## config.mk

```make
export PLATFORM = sky130hd
export DESIGN_NAME = memory_access_unit
export DESIGN_NICKNAME = d
export VERILOG_FILES = /design/src/rtl/memory_access_unit.sv
export SDC_FILE = /design/constraint.sdc
export NUM_CORES = 1
export LEC_CHECK = 0
export ABC_AREA = 1
export BUFFER_PORTS_ARGS = -buffer_cell sky130_fd_sc_hd__buf_2
export CELL_PAD_IN_SITES_DETAIL_PLACEMENT = 0
export CELL_PAD_IN_SITES_GLOBAL_PLACEMENT = 2
export CORE_MARGIN = 1.5
export CORE_UTILIZATION = 33
export CTS_BUF_LIST = sky130_fd_sc_hd__clkbuf_4
export DETAILED_ROUTE_END_ITERATION = 8
export PLACE_DENSITY = 0.78
export SLEW_MARGIN = 20
export SYNTH_ARGS = -nofsm -noshare
export SYNTH_HDL_FRONTEND = slang
export SYNTH_SLANG_ARGS = --single-unit
```

## constraint.sdc

```tcl
create_clock -name clk -period 3 [get_ports clk]
set_input_delay 0.15 -clock clk [delete_from_list [all_inputs] [get_ports clk]]
set_output_delay 0.15 -clock clk [all_outputs]
set_load 0.005 [all_outputs]
```

## src/rtl/memory_access_unit.sv

```systemverilog
`default_nettype none
// ============================================================================
// Module      : memory_access_unit
// Description : Registers load/store requests toward memory, returns load
//               results to the CDB in issue order. MAU_IO_PORT_EN adds io_*.
// Revision    : 1.0 - initial release
// ============================================================================
module memory_access_unit #(
    parameter int LQ_DEPTH = 4,
    parameter int DATA_W   = 32,
    parameter int RSV_ID_W = 4,
    parameter int INSTR_W  = 6,
    parameter int CDB_W    = RSV_ID_W + DATA_W
) (
    input  logic                clk,
    input  logic                nrst,
    input  logic                i_valid,
    output logic                i_ready,
    input  logic [INSTR_W-1:0]  i_opcode,
    input  logic [RSV_ID_W-1:0] i_rsv_id,
    input  logic [DATA_W-1:0]   i_address,
    input  logic [DATA_W-1:0]   i_data,
`ifdef MAU_IO_PORT_EN
    output logic                io_out_valid,
    output logic [DATA_W-1:0]   io_out_data,
    input  logic                io_out_ready,
    input  logic                io_in_valid,
    input  logic [DATA_W-1:0]   io_in_data,
    output logic                io_in_ready,
`endif
    output logic                mem_req,
    output logic                mem_we,
    output logic [DATA_W-1:0]   mem_addr,
    output logic [DATA_W-1:0]   mem_wdata,
    input  logic                mem_gnt,
    input  logic                mem_rvalid,
    input  logic [DATA_W-1:0]   mem_rdata,
    output logic [CDB_W-1:0]    o_cdb,
    output logic                o_cdb_valid,
    input  logic                o_cdb_ready
);

    localparam int c_PTR_W = (LQ_DEPTH > 1) ? $clog2(LQ_DEPTH) : 1;
    localparam int c_CNT_W = $clog2(LQ_DEPTH + 1);
    localparam logic [c_PTR_W-1:0] c_PTR_LAST = c_PTR_W'(LQ_DEPTH - 1);
    localparam logic [c_PTR_W-1:0] c_PTR_ONE  = c_PTR_W'(1);
    localparam logic [c_CNT_W-1:0] c_CNT_ONE  = c_CNT_W'(1);
    localparam logic [c_CNT_W:0]   c_LQ_FULL  = (c_CNT_W + 1)'(LQ_DEPTH);

    localparam logic [INSTR_W-1:0] c_OP_LOAD    = INSTR_W'(1);
    localparam logic [INSTR_W-1:0] c_OP_LOADB   = INSTR_W'(2);
    localparam logic [INSTR_W-1:0] c_OP_LOADR   = INSTR_W'(3);
    localparam logic [INSTR_W-1:0] c_OP_LOADT   = INSTR_W'(4);
    localparam logic [INSTR_W-1:0] c_OP_LOADTB  = INSTR_W'(5);
    localparam logic [INSTR_W-1:0] c_OP_STORE   = INSTR_W'(6);
    localparam logic [INSTR_W-1:0] c_OP_STOREB  = INSTR_W'(7);
    localparam logic [INSTR_W-1:0] c_OP_STORER  = INSTR_W'(8);
    localparam logic [INSTR_W-1:0] c_OP_STORET  = INSTR_W'(9);
    localparam logic [INSTR_W-1:0] c_OP_STORETB = INSTR_W'(10);
    localparam logic [INSTR_W-1:0] c_OP_INPUT   = INSTR_W'(11);
    localparam logic [INSTR_W-1:0] c_OP_OUTPUT  = INSTR_W'(12);

    localparam logic [1:0] c_KIND_LOAD  = 2'd0;
    localparam logic [1:0] c_KIND_STORE = 2'd1;
    localparam logic [1:0] c_KIND_IN    = 2'd2;
    localparam logic [1:0] c_KIND_OUT   = 2'd3;

`ifdef MAU_IO_PORT_EN
    localparam logic c_IO_EN = 1'b1;
    logic              w_in_ok, w_out_ok;
    logic [DATA_W-1:0] w_in_data;
    assign w_in_ok   = io_in_valid;
    assign w_out_ok  = io_out_ready;
    assign w_in_data = io_in_data;
`else
    // Without the io block, I_INPUT completes immediately with zero data.
    localparam logic c_IO_EN = 1'b0;
    logic              w_in_ok, w_out_ok;
    logic [DATA_W-1:0] w_in_data;
    assign w_in_ok   = 1'b1;
    assign w_out_ok  = 1'b0;
    assign w_in_data = '0;
`endif

    logic                r_alive;
    logic                r_req_valid;
    logic [1:0]          r_req_kind;
    logic [RSV_ID_W-1:0] r_req_rsv;
    logic [DATA_W-1:0]   r_req_addr, r_req_wdata;
    logic                r_err_orphan;

    logic [RSV_ID_W-1:0] r_tag_mem [LQ_DEPTH];
    logic [c_PTR_W-1:0]  r_tag_wr, r_tag_rd;
    logic [c_CNT_W-1:0]  r_tag_cnt;
    logic [CDB_W-1:0]    r_res_mem [LQ_DEPTH];
    logic [c_PTR_W-1:0]  r_res_wr, r_res_rd;
    logic [c_CNT_W-1:0]  r_res_cnt;
    logic [c_CNT_W-1:0]  r_inflight;

    logic w_is_load, w_is_store, w_is_in, w_is_out, w_keep, w_needs_slot;
    logic w_tag_empty, w_kind_done, w_drain, w_accept, w_pending, w_lq_full;
    logic w_load_gnt, w_in_push, w_tag_pop, w_res_push, w_res_pop;
    logic [c_CNT_W:0] w_load_cnt;
    logic [CDB_W-1:0] w_res_din;
    logic [1:0]       w_kind_next;

    always_comb begin
        w_is_load  = (i_opcode == c_OP_LOAD)   || (i_opcode == c_OP_LOADB)  ||
                     (i_opcode == c_OP_LOADR)  || (i_opcode == c_OP_LOADT)  ||
                     (i_opcode == c_OP_LOADTB);
        w_is_store = (i_opcode == c_OP_STORE)  || (i_opcode == c_OP_STOREB) ||
                     (i_opcode == c_OP_STORER) || (i_opcode == c_OP_STORET) ||
                     (i_opcode == c_OP_STORETB);
        w_is_in    = (i_opcode == c_OP_INPUT);
        w_is_out   = (i_opcode == c_OP_OUTPUT) && c_IO_EN;
        w_keep       = w_is_load || w_is_store || w_is_in || w_is_out;
        w_needs_slot = w_is_load || w_is_in;
        if (w_is_load)       w_kind_next = c_KIND_LOAD;
        else if (w_is_store) w_kind_next = c_KIND_STORE;
        else if (w_is_in)    w_kind_next = c_KIND_IN;
        else                 w_kind_next = c_KIND_OUT;
    end

    assign w_tag_empty = (r_tag_cnt == '0);

    always_comb begin
        w_kind_done = 1'b0;
        case (r_req_kind)
            c_KIND_LOAD, c_KIND_STORE: w_kind_done = mem_gnt;
            // Input results may only enter the result FIFO behind every granted load.
            c_KIND_IN:                 w_kind_done = w_tag_empty && w_in_ok;
            default:                   w_kind_done = w_out_ok;
        endcase
    end

    assign w_drain    = r_req_valid && w_kind_done;
    assign w_pending  = r_req_valid && ((r_req_kind == c_KIND_LOAD) || (r_req_kind == c_KIND_IN));
    assign w_load_cnt = {1'b0, r_inflight} + {{c_CNT_W{1'b0}}, w_pending};
    assign w_lq_full  = (w_load_cnt >= c_LQ_FULL);
    assign i_ready    = r_alive && (!r_req_valid || w_drain) && !(w_needs_slot && w_lq_full);
    assign w_accept   = i_valid && i_ready;

    assign w_load_gnt = r_req_valid && (r_req_kind == c_KIND_LOAD) && mem_gnt;
    assign w_in_push  = r_req_valid && (r_req_kind == c_KIND_IN) && w_tag_empty && w_in_ok;
    assign w_tag_pop  = mem_rvalid && !w_tag_empty;
    assign w_res_push = w_tag_pop || w_in_push;
    assign w_res_pop  = o_cdb_valid && o_cdb_ready;
    assign w_res_din  = w_in_push ? CDB_W'({r_req_rsv, w_in_data})
                                  : CDB_W'({r_tag_mem[r_tag_rd], mem_rdata});

    assign mem_req     = r_req_valid && ((r_req_kind == c_KIND_LOAD) || (r_req_kind == c_KIND_STORE));
    assign mem_we      = r_req_valid && (r_req_kind == c_KIND_STORE);
    assign mem_addr    = r_req_addr;
    assign mem_wdata   = r_req_wdata;
    assign o_cdb_valid = (r_res_cnt != '0);
    assign o_cdb       = o_cdb_valid ? r_res_mem[r_res_rd] : '0;

`ifdef MAU_IO_PORT_EN
    assign io_out_valid = r_req_valid && (r_req_kind == c_KIND_OUT);
    assign io_out_data  = r_req_wdata;
    assign io_in_ready  = r_req_valid && (r_req_kind == c_KIND_IN) && w_tag_empty;
`endif

    always_ff @(posedge clk or negedge nrst) begin
        if (!nrst) begin
            r_alive      <= 1'b0;
            r_req_valid  <= 1'b0;
            r_req_kind   <= c_KIND_LOAD;
            r_req_rsv    <= '0;
            r_req_addr   <= '0;
            r_req_wdata  <= '0;
            r_err_orphan <= 1'b0;
            r_tag_wr     <= '0;
            r_tag_rd     <= '0;
            r_tag_cnt    <= '0;
            r_res_wr     <= '0;
            r_res_rd     <= '0;
            r_res_cnt    <= '0;
            r_inflight   <= '0;
        end else begin
            r_alive <= 1'b1;
            if (w_drain) r_req_valid <= 1'b0;
            if (w_accept && w_keep) begin
                r_req_valid <= 1'b1;
                r_req_kind  <= w_kind_next;
                r_req_rsv   <= i_rsv_id;
                r_req_addr  <= i_address;
                r_req_wdata <= (w_is_store || w_is_out) ? i_data : '0;
            end
            if (mem_rvalid && w_tag_empty) r_err_orphan <= 1'b1;

            if (w_load_gnt) r_tag_wr <= (r_tag_wr == c_PTR_LAST) ? '0 : r_tag_wr + c_PTR_ONE;
            if (w_tag_pop)  r_tag_rd <= (r_tag_rd == c_PTR_LAST) ? '0 : r_tag_rd + c_PTR_ONE;
            if (w_load_gnt && !w_tag_pop)      r_tag_cnt <= r_tag_cnt + c_CNT_ONE;
            else if (!w_load_gnt && w_tag_pop) r_tag_cnt <= r_tag_cnt - c_CNT_ONE;

            if (w_res_push) r_res_wr <= (r_res_wr == c_PTR_LAST) ? '0 : r_res_wr + c_PTR_ONE;
            if (w_res_pop)  r_res_rd <= (r_res_rd == c_PTR_LAST) ? '0 : r_res_rd + c_PTR_ONE;
            if (w_res_push && !w_res_pop)      r_res_cnt <= r_res_cnt + c_CNT_ONE;
            else if (!w_res_push && w_res_pop) r_res_cnt <= r_res_cnt - c_CNT_ONE;

            if ((w_load_gnt || w_in_push) && !w_res_pop)      r_inflight <= r_inflight + c_CNT_ONE;
            else if (!(w_load_gnt || w_in_push) && w_res_pop) r_inflight <= r_inflight - c_CNT_ONE;
        end
    end

    // Storage arrays need no reset: occupancy counters gate every read.
    always_ff @(posedge clk) begin
        if (w_load_gnt) r_tag_mem[r_tag_wr] <= r_req_rsv;
        if (w_res_push) r_res_mem[r_res_wr] <= w_res_din;
    end

endmodule
`default_nettype wire

```

==> out/qor.yml <==
synth_adder_area_share_pct: 2.10
p_sw_share_pct: 34.6
hold_path.class: "input pin to asynchronous set/reset pin"
dp_hpwl_um: 16600
synthMuxAreaShare_pct: 0.318
synth_top_cells_by_count: "221 x nor2_1, 160 x edfxtp_1, 159 x nand2_1"
via_per_inst: 4.60
pre_cts_slack_ps: 527
clkPwrFrac_pct: 25.4
internal-power_mw: 7.70
routed_wl_um: 27400
rsz0062_at_grt: "false"
finalSetupTns_ps: 0
layout-drive-gt1-share_pct: 25.3
worstSetupEndpointType: "output pin"
clkLatencyLatePin_ps: 660
grt_pass1_wl_um: 43800
syn_to_final_growth_pct: 32.6
cpMostUsedCell: "nor2_1"
tightest_slew_ps: 837
die_y_um: 182
yosysTopAreaCell: "edfxtp_1"
ys_seq_area_share_pct: 66.3
reg2reg_depth: 11
syn_area_per_cell_sq_um: 10.6
drv_slew: 0
io_buffers: 215
start_util_pct: 33.5
route.vias.total: 8282
layout_setup_ws_ps: 430
clock-root-buffer: "clkbuf_4"
slowest_stage: "buf_4"
rows: 65
num-fill-cells: 3044
fin_skew_ps: 48.1
hold_viol: 0
clk_pin_slew_ps: 70
gp_congestion: 0.724
path_max_fanout: 74
drcViolationCount: 0
cp_num_buf_inv: 2
cts_tree: "yes"
power.switching_mw: 4.07
synth_compound_area_share_pct: 6.47
period_share_pct: 85.7
required_ps: 2850
maxCapViolCount: 0
async_flop_share_pct: 35.7
ys_warn_count: 0
routedWlPerCell_um: 15.2
ant_nets: 0
synth_top_family_by_area: "simple AND/OR/NAND/NOR gates"
path_cells: "buf_4 -> nor2_1 -> nor2_1 -> o21ai_0 -> a21oi_1 -> buf_2"
yosys_most_used_dff: "edfxtp_1"
r2r-end: "r_res_cnt[2]"
die_w_um: 182
synth_area_leaders: "edfxtp_1 45%, dfrtp_1 21%, nor2_1 7.8%"
ys_seq_elements: 249
grt-ovfl-total: 0
postCtsHoldBufs: 113
pwr-share-seq_pct: 41.9
yosysUniqueCellTypes: 31
synth-edff-count: 160
track_usage_pct: 16.6
cts_setup_buffers: 0
cp_slowest_stage_delay_ps: 600
arrival_ps: 2420
setup-violations-final: 0
peakVddDrop_mv: 0.458
clock-sinks: 249
drt_pass1_iterations: 5
drt_iter0_drc: 338
pwr-share-comb_pct: 32.7
r2r_setup_slack_ps: 530
run_status: "complete, no violations"
power_density_mw_per_mm2: 836
synth_top_area_share_pct: 45.3
cts-buffers-inserted: 66
critPathTopFamily: "buffers and inverters"
htree_levels: 3
num_io_pins: 216
worstSetupPathType: "flip-flop to output pin"
final_nets: 1487
relSlewSlack_pct: 44.2
syn_nets: 1127
netlist_area_sq_mm: 0.0106
syn_inst: 999
synthSimpleGateAreaFrac_pct: 18.6
die_area_sq_mm: 0.0332
layout_min_cycle_time_ps: 2570
core_area_sq_mm: 0.0316
max_freq_mhz: 389
antenna_found_initial: 1
cts_max_path_buffers: 3
synth_xor_area_share_pct: 0.495
cp-start-kind: "flip-flop"
ctsResizeCount: 0
synthMostInstantiatedCell: "nor2_1"
leakagePower_nw: 6.28
grt_max_degree: 75
grt_pass1_vias: 8585
r2r-start: "r_tag_cnt[1]"
==> flip-flops by register name, summed over array words and instances (netlist names) <==
| register | count |
|---|---|
| r_tag_cnt | 3 |
| r_res_mem | 144 |
| r_res_cnt | 3 |
| r_inflight | 3 |
| r_alive | 1 |
| r_req_valid | 1 |
| r_tag_wr | 2 |
| r_tag_rd | 2 |
| r_tag_mem | 16 |
| mem_addr | 32 |
| r_req_kind | 2 |
| r_res_rd | 2 |
| r_res_wr | 2 |
| r_req_rsv | 4 |
| mem_wdata | 32 |
==> layout by cell type (no fill, tap or decap), types with 11 or more instances in the layout <==
cell type / synthesis / final
nor2_1: 221 / 217
buf_2: 20 / 214
edfxtp_1: 160 / 160
nand2_1: 159 / 159
dlygate4sd3_1: 0 / 113
clkbuf_4: 0 / 90
dfrtp_1: 89 / 88
o21ai_0: 86 / 86
nand4_1: 69 / 69
inv_1: 63 / 63
a21oi_1: 43 / 43
buf_4: 1 / 20
ha_1: 13 / 13
clkinv_1: 1 / 11
==> cells by family after synthesis <==
logic type	count (synthesis)
fa+ha+maj	16
other cells	1
simple gates	465
xor+xnor	6
mux	3
flops	249
compound gates	134
buf+inv	125
==> worst max-delay path by stage <==
stage / startpoint / endpoint / slack [ps] / cells past startpoint
global route: r_res_rd[0] / o_cdb[34] / 210 / 6
floorplan: r_tag_cnt[1] / r_res_mem[3][0] / -90 / 8
finish: r_res_rd[0] / o_cdb[35] / 430 / 6
detailed placement: r_tag_cnt[1] / r_res_cnt[2] / 530 / 11
global placement: r_tag_cnt[1] / r_res_cnt[2] / 540 / 11
CTS: r_res_rd[0] / o_cdb[35] / 380 / 6
==> per-layer routing <==
layer / vias to the layer above / track usage, % / wire [um]
li1: 4129 / - / -
met1: 3838 / 19.4 / 11600
met2: 263 / 28.7 / 13000
met3: 52 / 5.57 / 2230
met4: 0 / 5.62 / 595
met5: - / 0 / 0
==> power groups by stage <==
stage | clock (mW) | sequential [mW] | combinational [mW]
5_1_grt | 3.26 | 5.02 | 4.40
3_3_place_gp | 0 | 4.98 | 3.77
4_1_cts | 3.12 | 4.94 | 3.93
2_1_floorplan | 0 | 4.94 | 2.23
6_report | 2.99 | 4.93 | 3.85
3_5_place_dp | 0 | 5.00 | 3.80
==> layout make-up <==
cell class	instances	area [sq um]	area share, %
multi-input cells	625	3020	21.5
clock inverters	17	155	1.10
clock buffers	90	676	4.80
diodes	1	2.50	0.0178
repair buffers	351	2430	17.3
inverters	66	248	1.76
flip-flops and latches	249	7030	50.0
well taps	402	503	3.58
==> per-stage QoR <==
step	total power, mW	hold WS (ps)	cell area, sq um	utilization (%)	std cells
finish	11.8	77.5	14100	44.5	1801
global route	12.7	64.2	14100	44.5	1801
CTS	12.0	4.66	14100	44.5	1800
detailed placement	8.80	172	12100	38.3	1580
global placement	8.74	164	12100	38.3	1580
floorplan	7.17	-146	10600	-	999
(Power assumes the default switching activity.)
